`src/rtl/data_memory_arbiter_if.sv`:
```
// Bus bundle between the two memory requesters, the arbiter and the data memory.
// host_lock_in is present only when ARB_HOST_LOCK_EN is defined.
interface data_memory_arbiter_if #(
    parameter int DATA_WIDTH = 16,
    parameter int ADDR_WIDTH = 11
);
    logic                  cpu_req_in;
    logic                  cpu_wr_in;
    logic [ADDR_WIDTH-1:0] cpu_addr_in;
    logic [DATA_WIDTH-1:0] cpu_data_in;
    logic                  cpu_gnt_out;
    logic                  cpu_valid_out;
    logic [DATA_WIDTH-1:0] cpu_data_out;

    logic                  host_req_in;
    logic                  host_wr_in;
    logic [ADDR_WIDTH-1:0] host_addr_in;
    logic [DATA_WIDTH-1:0] host_data_in;
    logic                  host_gnt_out;
    logic                  host_valid_out;
    logic [DATA_WIDTH-1:0] host_data_out;
`ifdef ARB_HOST_LOCK_EN
    logic                  host_lock_in;
`endif

    logic [ADDR_WIDTH-1:0] mem_addr_out;
    logic [DATA_WIDTH-1:0] mem_data_out;
    logic                  mem_wr_out;
    logic [DATA_WIDTH-1:0] mem_data_in;

    // Requester/memory side: drives requests and read data, observes grants and memory controls.
    modport master (
`ifdef ARB_HOST_LOCK_EN
        output host_lock_in,
`endif
        output cpu_req_in, cpu_wr_in, cpu_addr_in, cpu_data_in,
        input  cpu_gnt_out, cpu_valid_out, cpu_data_out,
        output host_req_in, host_wr_in, host_addr_in, host_data_in,
        input  host_gnt_out, host_valid_out, host_data_out,
        input  mem_addr_out, mem_data_out, mem_wr_out,
        output mem_data_in
    );

    modport slave (
`ifdef ARB_HOST_LOCK_EN
        input  host_lock_in,
`endif
        input  cpu_req_in, cpu_wr_in, cpu_addr_in, cpu_data_in,
        output cpu_gnt_out, cpu_valid_out, cpu_data_out,
        input  host_req_in, host_wr_in, host_addr_in, host_data_in,
        output host_gnt_out, host_valid_out, host_data_out,
        output mem_addr_out, mem_data_out, mem_wr_out,
        input  mem_data_in
    );
endinterface

```
`src/rtl/data_memory_arbiter.sv`:
```
// Single-port data memory arbiter: CPU has fixed priority, host is guaranteed access after MAX_WAIT blocked cycles.
// Defining ARB_HOST_LOCK_EN enables host_lock_in and the exclusive HOST_LOCK ownership state.
module data_memory_arbiter #(
    parameter int DATA_WIDTH = 16,
    parameter int ADDR_WIDTH = 11,
    parameter int MAX_WAIT   = 4
) (
    input  logic                 clock_in,
    input  logic                 reset_in,
    data_memory_arbiter_if.slave bus
);
    typedef enum logic [2:0] {
        ST_RESET,
        ST_IDLE,
        ST_CPU_OWN,
        ST_HOST_OWN,
        ST_HOST_LOCK
    } state_t;

    localparam logic [3:0] WAIT_LIMIT = 4'(MAX_WAIT);

    state_t     state_q, state_d;
    logic [3:0] wait_cnt_q, wait_cnt_d;
    logic       cpu_valid_q, cpu_valid_d;
    logic       host_valid_q, host_valid_d;
    logic       cpu_gnt;
    logic       host_gnt;
    logic       lock_req;

`ifdef ARB_HOST_LOCK_EN
    assign lock_req = bus.host_lock_in;
`else
    assign lock_req = 1'b0;
`endif

    always_ff @(posedge clock_in or negedge reset_in) begin
        if (!reset_in) begin
            state_q      <= ST_RESET;
            wait_cnt_q   <= '0;
            cpu_valid_q  <= 1'b0;
            host_valid_q <= 1'b0;
        end else begin
            state_q      <= state_d;
            wait_cnt_q   <= wait_cnt_d;
            cpu_valid_q  <= cpu_valid_d;
            host_valid_q <= host_valid_d;
        end
    end

    // Grants are decided from the registered owner state and this cycle's requests.
    always_comb begin
        state_d  = state_q;
        cpu_gnt  = 1'b0;
        host_gnt = 1'b0;
        unique case (state_q)
            ST_RESET: begin
                state_d = ST_IDLE;
            end
            ST_IDLE, ST_CPU_OWN, ST_HOST_OWN: begin
                if (bus.host_req_in && (!bus.cpu_req_in || (wait_cnt_q == WAIT_LIMIT))) begin
                    host_gnt = 1'b1;
                end else if (bus.cpu_req_in) begin
                    cpu_gnt = 1'b1;
                end
                if (host_gnt) begin
                    if ((state_q == ST_HOST_OWN) && lock_req) begin
                        state_d = ST_HOST_LOCK;
                    end else begin
                        state_d = ST_HOST_OWN;
                    end
                end else if (cpu_gnt) begin
                    state_d = ST_CPU_OWN;
                end else begin
                    state_d = ST_IDLE;
                end
            end
            ST_HOST_LOCK: begin
                host_gnt = bus.host_req_in;
                state_d  = lock_req ? ST_HOST_LOCK : ST_IDLE;
            end
            default: begin
                state_d = ST_IDLE;
            end
        endcase
    end

    // Host starvation counter; held at zero while the host owns the memory exclusively.
    always_comb begin
        wait_cnt_d = wait_cnt_q;
        if (state_q == ST_HOST_LOCK) begin
            wait_cnt_d = '0;
        end else if (!bus.host_req_in || host_gnt) begin
            wait_cnt_d = '0;
        end else if (wait_cnt_q < WAIT_LIMIT) begin
            wait_cnt_d = wait_cnt_q + 4'd1;
        end
    end

    always_comb begin
        bus.mem_addr_out = '0;
        bus.mem_data_out = '0;
        bus.mem_wr_out   = 1'b0;
        if (host_gnt) begin
            bus.mem_addr_out = bus.host_addr_in;
            bus.mem_data_out = bus.host_data_in;
            bus.mem_wr_out   = bus.host_wr_in;
        end else if (cpu_gnt) begin
            bus.mem_addr_out = bus.cpu_addr_in;
            bus.mem_data_out = bus.cpu_data_in;
            bus.mem_wr_out   = bus.cpu_wr_in;
        end
    end

    // Memory read data arrives one cycle after the address, so valid trails the read grant by one cycle.
    always_comb begin
        cpu_valid_d  = cpu_gnt & ~bus.cpu_wr_in;
        host_valid_d = host_gnt & ~bus.host_wr_in;
    end

    assign bus.cpu_gnt_out    = cpu_gnt;
    assign bus.host_gnt_out   = host_gnt;
    assign bus.cpu_valid_out  = cpu_valid_q;
    assign bus.host_valid_out = host_valid_q;
    assign bus.cpu_data_out   = cpu_valid_q ? bus.mem_data_in : '0;
    assign bus.host_data_out  = host_valid_q ? bus.mem_data_in : '0;

endmodule

```
`src/flat_wrapper.sv`:
```
// flat-port wrapper written by rule: the top's interface ports become plain ports
module data_memory_arbiter_flat 
#(
    parameter int DATA_WIDTH = 16,
    parameter int ADDR_WIDTH = 11,
    parameter int MAX_WAIT   = 4
)
  (clock_in, reset_in, bus_cpu_req_in, bus_cpu_wr_in, bus_cpu_addr_in, bus_cpu_data_in, bus_cpu_gnt_out, bus_cpu_valid_out, bus_cpu_data_out, bus_host_req_in, bus_host_wr_in, bus_host_addr_in, bus_host_data_in, bus_host_gnt_out, bus_host_valid_out, bus_host_data_out, bus_mem_addr_out, bus_mem_data_out, bus_mem_wr_out, bus_mem_data_in);
  data_memory_arbiter_if #(.DATA_WIDTH(DATA_WIDTH), .ADDR_WIDTH(ADDR_WIDTH)) bus_i ();
  input  logic clock_in;
  input  logic reset_in;
  input wire logic [$bits(bus_i.cpu_req_in)-1:0] bus_cpu_req_in;
  input wire logic [$bits(bus_i.cpu_wr_in)-1:0] bus_cpu_wr_in;
  input wire logic [$bits(bus_i.cpu_addr_in)-1:0] bus_cpu_addr_in;
  input wire logic [$bits(bus_i.cpu_data_in)-1:0] bus_cpu_data_in;
  output wire logic [$bits(bus_i.cpu_gnt_out)-1:0] bus_cpu_gnt_out;
  output wire logic [$bits(bus_i.cpu_valid_out)-1:0] bus_cpu_valid_out;
  output wire logic [$bits(bus_i.cpu_data_out)-1:0] bus_cpu_data_out;
  input wire logic [$bits(bus_i.host_req_in)-1:0] bus_host_req_in;
  input wire logic [$bits(bus_i.host_wr_in)-1:0] bus_host_wr_in;
  input wire logic [$bits(bus_i.host_addr_in)-1:0] bus_host_addr_in;
  input wire logic [$bits(bus_i.host_data_in)-1:0] bus_host_data_in;
  output wire logic [$bits(bus_i.host_gnt_out)-1:0] bus_host_gnt_out;
  output wire logic [$bits(bus_i.host_valid_out)-1:0] bus_host_valid_out;
  output wire logic [$bits(bus_i.host_data_out)-1:0] bus_host_data_out;
  output wire logic [$bits(bus_i.mem_addr_out)-1:0] bus_mem_addr_out;
  output wire logic [$bits(bus_i.mem_data_out)-1:0] bus_mem_data_out;
  output wire logic [$bits(bus_i.mem_wr_out)-1:0] bus_mem_wr_out;
  input wire logic [$bits(bus_i.mem_data_in)-1:0] bus_mem_data_in;
  assign bus_i.cpu_req_in = bus_cpu_req_in;
  assign bus_i.cpu_wr_in = bus_cpu_wr_in;
  assign bus_i.cpu_addr_in = bus_cpu_addr_in;
  assign bus_i.cpu_data_in = bus_cpu_data_in;
  assign bus_cpu_gnt_out = bus_i.cpu_gnt_out;
  assign bus_cpu_valid_out = bus_i.cpu_valid_out;
  assign bus_cpu_data_out = bus_i.cpu_data_out;
  assign bus_i.host_req_in = bus_host_req_in;
  assign bus_i.host_wr_in = bus_host_wr_in;
  assign bus_i.host_addr_in = bus_host_addr_in;
  assign bus_i.host_data_in = bus_host_data_in;
  assign bus_host_gnt_out = bus_i.host_gnt_out;
  assign bus_host_valid_out = bus_i.host_valid_out;
  assign bus_host_data_out = bus_i.host_data_out;
  assign bus_mem_addr_out = bus_i.mem_addr_out;
  assign bus_mem_data_out = bus_i.mem_data_out;
  assign bus_mem_wr_out = bus_i.mem_wr_out;
  assign bus_i.mem_data_in = bus_mem_data_in;
  data_memory_arbiter #(.DATA_WIDTH(DATA_WIDTH), .ADDR_WIDTH(ADDR_WIDTH), .MAX_WAIT(MAX_WAIT)) u_core (.clock_in(clock_in), .reset_in(reset_in), .bus(bus_i));
endmodule
```
`config.mk`:
```
export PLATFORM = sky130hd
export DESIGN_NAME = data_memory_arbiter_flat
export DESIGN_NICKNAME = d
export VERILOG_FILES = /design/src/rtl/data_memory_arbiter_if.sv /design/src/rtl/data_memory_arbiter.sv /design/src/flat_wrapper.sv
export SDC_FILE = /design/constraint.sdc
export NUM_CORES = 1
export LEC_CHECK = 0
export BUFFER_PORTS_ARGS = -buffer_cell sky130_fd_sc_hd__buf_2
export CAP_MARGIN = 25
export CORE_MARGIN = 2
export CORE_UTILIZATION = 30
export DETAILED_ROUTE_END_ITERATION = 8
export PLACE_DENSITY_LB_ADDON = 0.1
export SYNTH_ARGS = -nofsm -noshare
export SYNTH_HDL_FRONTEND = slang
export SYNTH_SLANG_ARGS = --single-unit
```
`constraint.sdc`:
```
create_clock -name clock_in -period 1.45 [get_ports clock_in]
set_input_delay 0.3625 -clock clock_in [delete_from_list [all_inputs] [get_ports clock_in]]
set_output_delay 0.3625 -clock clock_in [all_outputs]
set_load 0.005 [all_outputs]
```
==> After elaboration in Yosys (flattened, before gate mapping) <==
Cells that the tools add are included.
{ "word_totals": {"regBits": 9, "elab_cells": 43, "in_bits": 76} }
{ "op_classes": {"add_sub_neg": 1, "bitwise": 4, "n_mux": 21, "order_cmp": 1, "eq_ne": 5, "reduce_logical": 7} }
{ "op_table": {"columns": ["operator", "count"], "rows": [
  ["two-way mux 16 bit", 4],
  ["two-way mux 11 bit", 2],
  ["two-way mux 4 bit", 3],
  ["two-way mux 1 bit", 8],
  ["== test 3 x 2 -> 1 bit (second input constant)", 2],
  ["two-way mux 3 bit", 2],
  ["adder 4 x 1 -> 4 bit (second input constant)", 1],
  ["== test 4 x 3 -> 1 bit (second input constant)", 1],
  ["less-than comparator 4 x 3 -> 1 bit (second input constant)", 1],
  ["== test 3 x 1 -> 1 bit (second input constant)", 1],
  ["== test 3 bit (second input constant)", 1],
  ["nonzero test 3 bit", 1],
  ["OR reduction 3 bit", 1],
  ["bitwise AND 1 bit", 2],
  ["zero test 1 bit", 2],
  ["logical OR 1 bit", 2],
  ["two-way mux 2 bit", 1],
  ["inverter 1 bit", 2],
  ["case mux 1 bit (2 select lines)", 1],
  ["logical AND 1 bit", 1]
]} }

==> Depth between registers and ports, before layout <==
{ "logic_depth": {"depth_word": 9, "depth_mapped": 6} }

==> Least setup slack after synthesis <==
No wires, ideal clock.
{ "synth_timing": {"path_type": "reg2out", "from": "register u_core.wait_cnt_q[0]", "to": "output bus_mem_addr_out[0]", "t_arrival_ns": 1.227, "required_ns": 1.087, "n_path_buf": 1, "path_slack_ns": -0.139, "stages_incl_launch_ff": 7, "path_cell_list": "dfrtp_1 > inv_1 > ha_1 > and3b_1 > o21ai_2 > buf_2 > o22ai_1"} }
{ "synth_between": {"elab_chain_cells": 8} }
{ "synth_lines": {"columns": ["item", "line", "text"], "rows": [
  ["start: declaration", "data_memory_arbiter.sv:23", "logic [3:0] wait_cnt_q, wait_cnt_d;"],
  ["start signal: assignment", "data_memory_arbiter.sv:44", "wait_cnt_q <= wait_cnt_d;"],
  ["== test 4 x 3 -> 1 bit *", "data_memory_arbiter.sv:60", "if (bus.host_req_in && (!bus.cpu_req_in || (wait_cnt_q == WAIT_LIMIT))) begin"],
  ["logical OR 1 bit *", "data_memory_arbiter.sv:60", null],
  ["logical AND 1 bit *", "data_memory_arbiter.sv:60", null],
  ["two-way mux 1 bit", "data_memory_arbiter.sv:60", null],
  ["two-way mux 1 bit (2 in series)", "data_memory_arbiter.sv:55", "unique case (state_q)"],
  ["two-way mux 11 bit", "data_memory_arbiter.sv:107", "end else if (cpu_gnt) begin"],
  ["two-way mux 11 bit *", "data_memory_arbiter.sv:103", "if (host_gnt) begin"],
  ["end: declaration", "flat_wrapper.sv:26", "output wire logic [$bits(bus_i.mem_addr_out)-1:0] bus_mem_addr_out;"]
]} }
Every way passes the cells marked *; elsewhere a longest branch is shown, timed or not. The select of a mux whose other input is x is not followed.

==> Worst setup path after layout <==
{ "layout_timing": {"from": "register u_core.wait_cnt_q[0]", "to": "output bus_mem_data_out[2]"} }
{ "layout_between": {"elab_chain_cells": 8} }
{ "layout_lines": {"columns": ["item", "line", "text"], "rows": [
  ["== test 4 x 3 -> 1 bit *", "data_memory_arbiter.sv:60", null],
  ["logical OR 1 bit *", "data_memory_arbiter.sv:60", null],
  ["logical AND 1 bit *", "data_memory_arbiter.sv:60", null],
  ["two-way mux 1 bit", "data_memory_arbiter.sv:60", null],
  ["two-way mux 1 bit (2 in series)", "data_memory_arbiter.sv:55", null],
  ["two-way mux 16 bit", "data_memory_arbiter.sv:107", null],
  ["two-way mux 16 bit *", "data_memory_arbiter.sv:103", null],
  ["end: declaration", "flat_wrapper.sv:27", "output wire logic [$bits(bus_i.mem_data_out)-1:0] bus_mem_data_out;"]
]} }
Marked as above.

==> flow_metrics.tcl <==
set metrics [dict create \
    multi_input_area_um2 895 \
    max_freq_mhz 515 \
    track_usage_pct 18.5 \
    seqCellArea_um2 203 \
    nets 403 \
    violations "negative setup slack" \
    cts_buffer_depth 2 \
    tightest_slew_ns 0.380 \
    syn2layout_area_growth_pct 84.9 \
    grt_pass1_wl_um 6400 \
    crit_required_ns 1.09 \
    numCtsBuffers 3 \
    via_count 1666 \
    p_total_mw 1.07 \
    dp.cells 364 \
    cts.htree.levels 1 \
    drv_slew 0 \
    grt_max_degree 41 \
    wire_per_inst_um 11.8 \
    synthCells 170 \
    drc_errors 0 \
    leakage_nw 1.31 \
    clock-sinks 8 \
    drive_gt1_share_pct 63.8 \
    antenna_cells 0 \
    ys_types 28 \
    fp.dieArea_um2 4380 \
    yosys_warnings 0 \
    drt-total-wl_um 4400 \
    setup_ws_ns -0.493 \
    syn_area_um2 1160 \
    avgViaCountPerCell 4.49 \
    num_rows 22 \
    numPortBuffers 139 \
    slew_headroom_pct 74.5 \
    cp.arrival_ns 1.58 \
    pwr_density_cell_nw_per_um2 500 \
    die_h_um 66.2 \
    syn-num-nets 248 \
    detailedPlace.worstSlack_ns -0.263 \
    status "finished, violations left" \
    vdd_drop_max_v 0.000594 \
    grt_pass1_vias 1453 \
    die_x_um 66.2 \
    ios 140 \
    insertion_delay_ns 0.23 \
    fin_setup_tns_ns -14.13 \
    final_util_pct 58.1 \
    dpl.hpwl_um 3560 \
    root_buffer "clkbuf_8" \
    clkTransAtPathRegs_ns 0.04 \
    min_period_ns 1.94 \
    start_kind "flip-flop" \
    critical_path.max_fanout 23 \
    synth-seq-area-share_pct 17.3 \
    hold_class "in -> reg" \
    whs_ns 0.294 \
    placed_area_um2 2030 \
    stdcell_count 371 \
    drt_iter0_markers 51 \
    grt_overflow 0 \
    postRouteAntennaNets 0 \
    gp_congestion 0.770 \
    cp-end-kind "primary output" \
    setup_viol 30 \
    start_util_pct 31.4 \
    core_area_um2 3690 \
    synth.avg_cell_area_um2 6.82 \
    antenna_found_initial 0 \
    min_period_over_period_pct 134 \
    n_fill_cell 374 \
    firstDrtPassIters 4 \
    fin_area_um2 2140 \
    hold_viol 0 \
    cts_tree "yes" \
    finClkSkew_ns 0.00577 \
    crit_type "reg -> out" \
    synth-seq-cells 8 \
    rsz0062_at_grt "true" \
    maxCapViolCount 0 \
]
-- flip-flops by register name, summed over array words and instances, names as in the netlist --
signal,count
u_core.bus.cpu_valid_out,1
u_core.bus.host_valid_out,1
u_core.state_q,2
u_core.wait_cnt_q,4
-- critical path: stages (launching register included) --
cell and delay (ns):
dfrtp_1 0.35, inv_2 0.05, ha_4 0.16, and3b_2 0.22, o21ai_4 0.17, buf_12 0.19, o22ai_1 0.08, buf_2 0.13
-- power by group --
group	internal, mW	switching [mW]	total [mW]
Clock	0.180	0.0889	0.269
Combinational	0.300	0.254	0.554
Sequential	0.236	0.0141	0.250
Total	0.716	0.357	1.07
-- cell families after synthesis --
logic type	after synthesis	share of synthesized area, %
multiplexers	1	0.863
AO/OA/AOI/OAI	36	19.7
adder cells (fa/ha/maj)	2	2.16
AND/OR/NAND/NOR	104	47.0
buffers and inverters	19	12.9
flip-flops	8	17.3
-- final cells by class --
cell class                 count  share of cell area, %
multi-input combinational    143                   41.7
timing repair buffer         164                   43.2
inverter                       5                  0.875
sequential                     8                   9.45
tap                           48                   2.80
clock buffer                   3                   1.93
-- layer usage --
layer  up-vias  track usage, %  wire, µm
met1       718            19.5      1630
met2        74            35.6      2360
met3         2            5.11       396
met5         -               0         0
met4         0            4.34        14
li1        872               -         -
-- final timing paths --
path | start | end | slack (ns) | depth (start not counted)
setup / recovery | u_core.wait_cnt_q[0] | bus_mem_data_out[2] | -0.49 | 7
hold / removal | bus_cpu_wr_in | u_core.bus.cpu_valid_out | 0.29 | 2
setup reg to reg | u_core.wait_cnt_q[0] | u_core.bus.cpu_valid_out | 0.09 | 8
hold reg to reg | u_core.wait_cnt_q[0] | u_core.wait_cnt_q[0] | 0.57 | 2
max in group asynchronous | reset_in | u_core.bus.host_valid_out | 0.76 | 2
min in group asynchronous | reset_in | u_core.state_q[0] | 0.50 | 2
-- layout by cell type, fill, tap and decap left out, drive strengths merged --
cell	synthesis	layout
a211oi	2	2
nor3	1	1
o21ai	4	4
clkbuf	2	3
nand2	58	58
ha	2	2
dlygate4sd3	0	1
dfrtp	8	8
inv	5	5
nand3	1	1
a21oi	2	2
and3b	1	1
nand4b	1	1
mux2i	1	1
or2	1	1
buf	12	163
nand2b	1	1
and2	32	32
o22ai	28	28
nor2	8	8
-- Yosys cell counts --
cell       n  share of area, %
mux2i_1    1              0.86
or2_1      1              0.54
clkbuf_1   2              0.65
o22ai_1   28                15
dfrtp_1    8                17
nand2_4    1              0.97
buf_12     2               3.5
a21oi_1    2              0.86
nand2b_1   1              0.54
nand2_2   20                11
nand2_1   37                12
buf_6      3               2.9
buf_8      1               1.3
a211oi_1   1              0.65
nor2_1     8               2.6
o21ai_2    1              0.76
and3b_1    1              0.76
ha_1       2               2.2
inv_1      5               1.6
nand3_1    1              0.43
nor3_1     1              0.43
nand4b_1   1              0.76
a211oi_2   1               1.1
and2_1    32                17
buf_4      2               1.3
o21ai_0    2              0.86
buf_2      4               1.7
o21ai_1    1              0.43
-- timing repair --
item	in CTS	in global routing
resized for setup	3	7
pin swaps	1	0
setup buffers	0	3
endpoints found under the setup margin	48	30
gates cloned	0	0
endpoints found under the hold margin	8	0
hold buffers	1	0
Power figures use the tool's default switching activity.
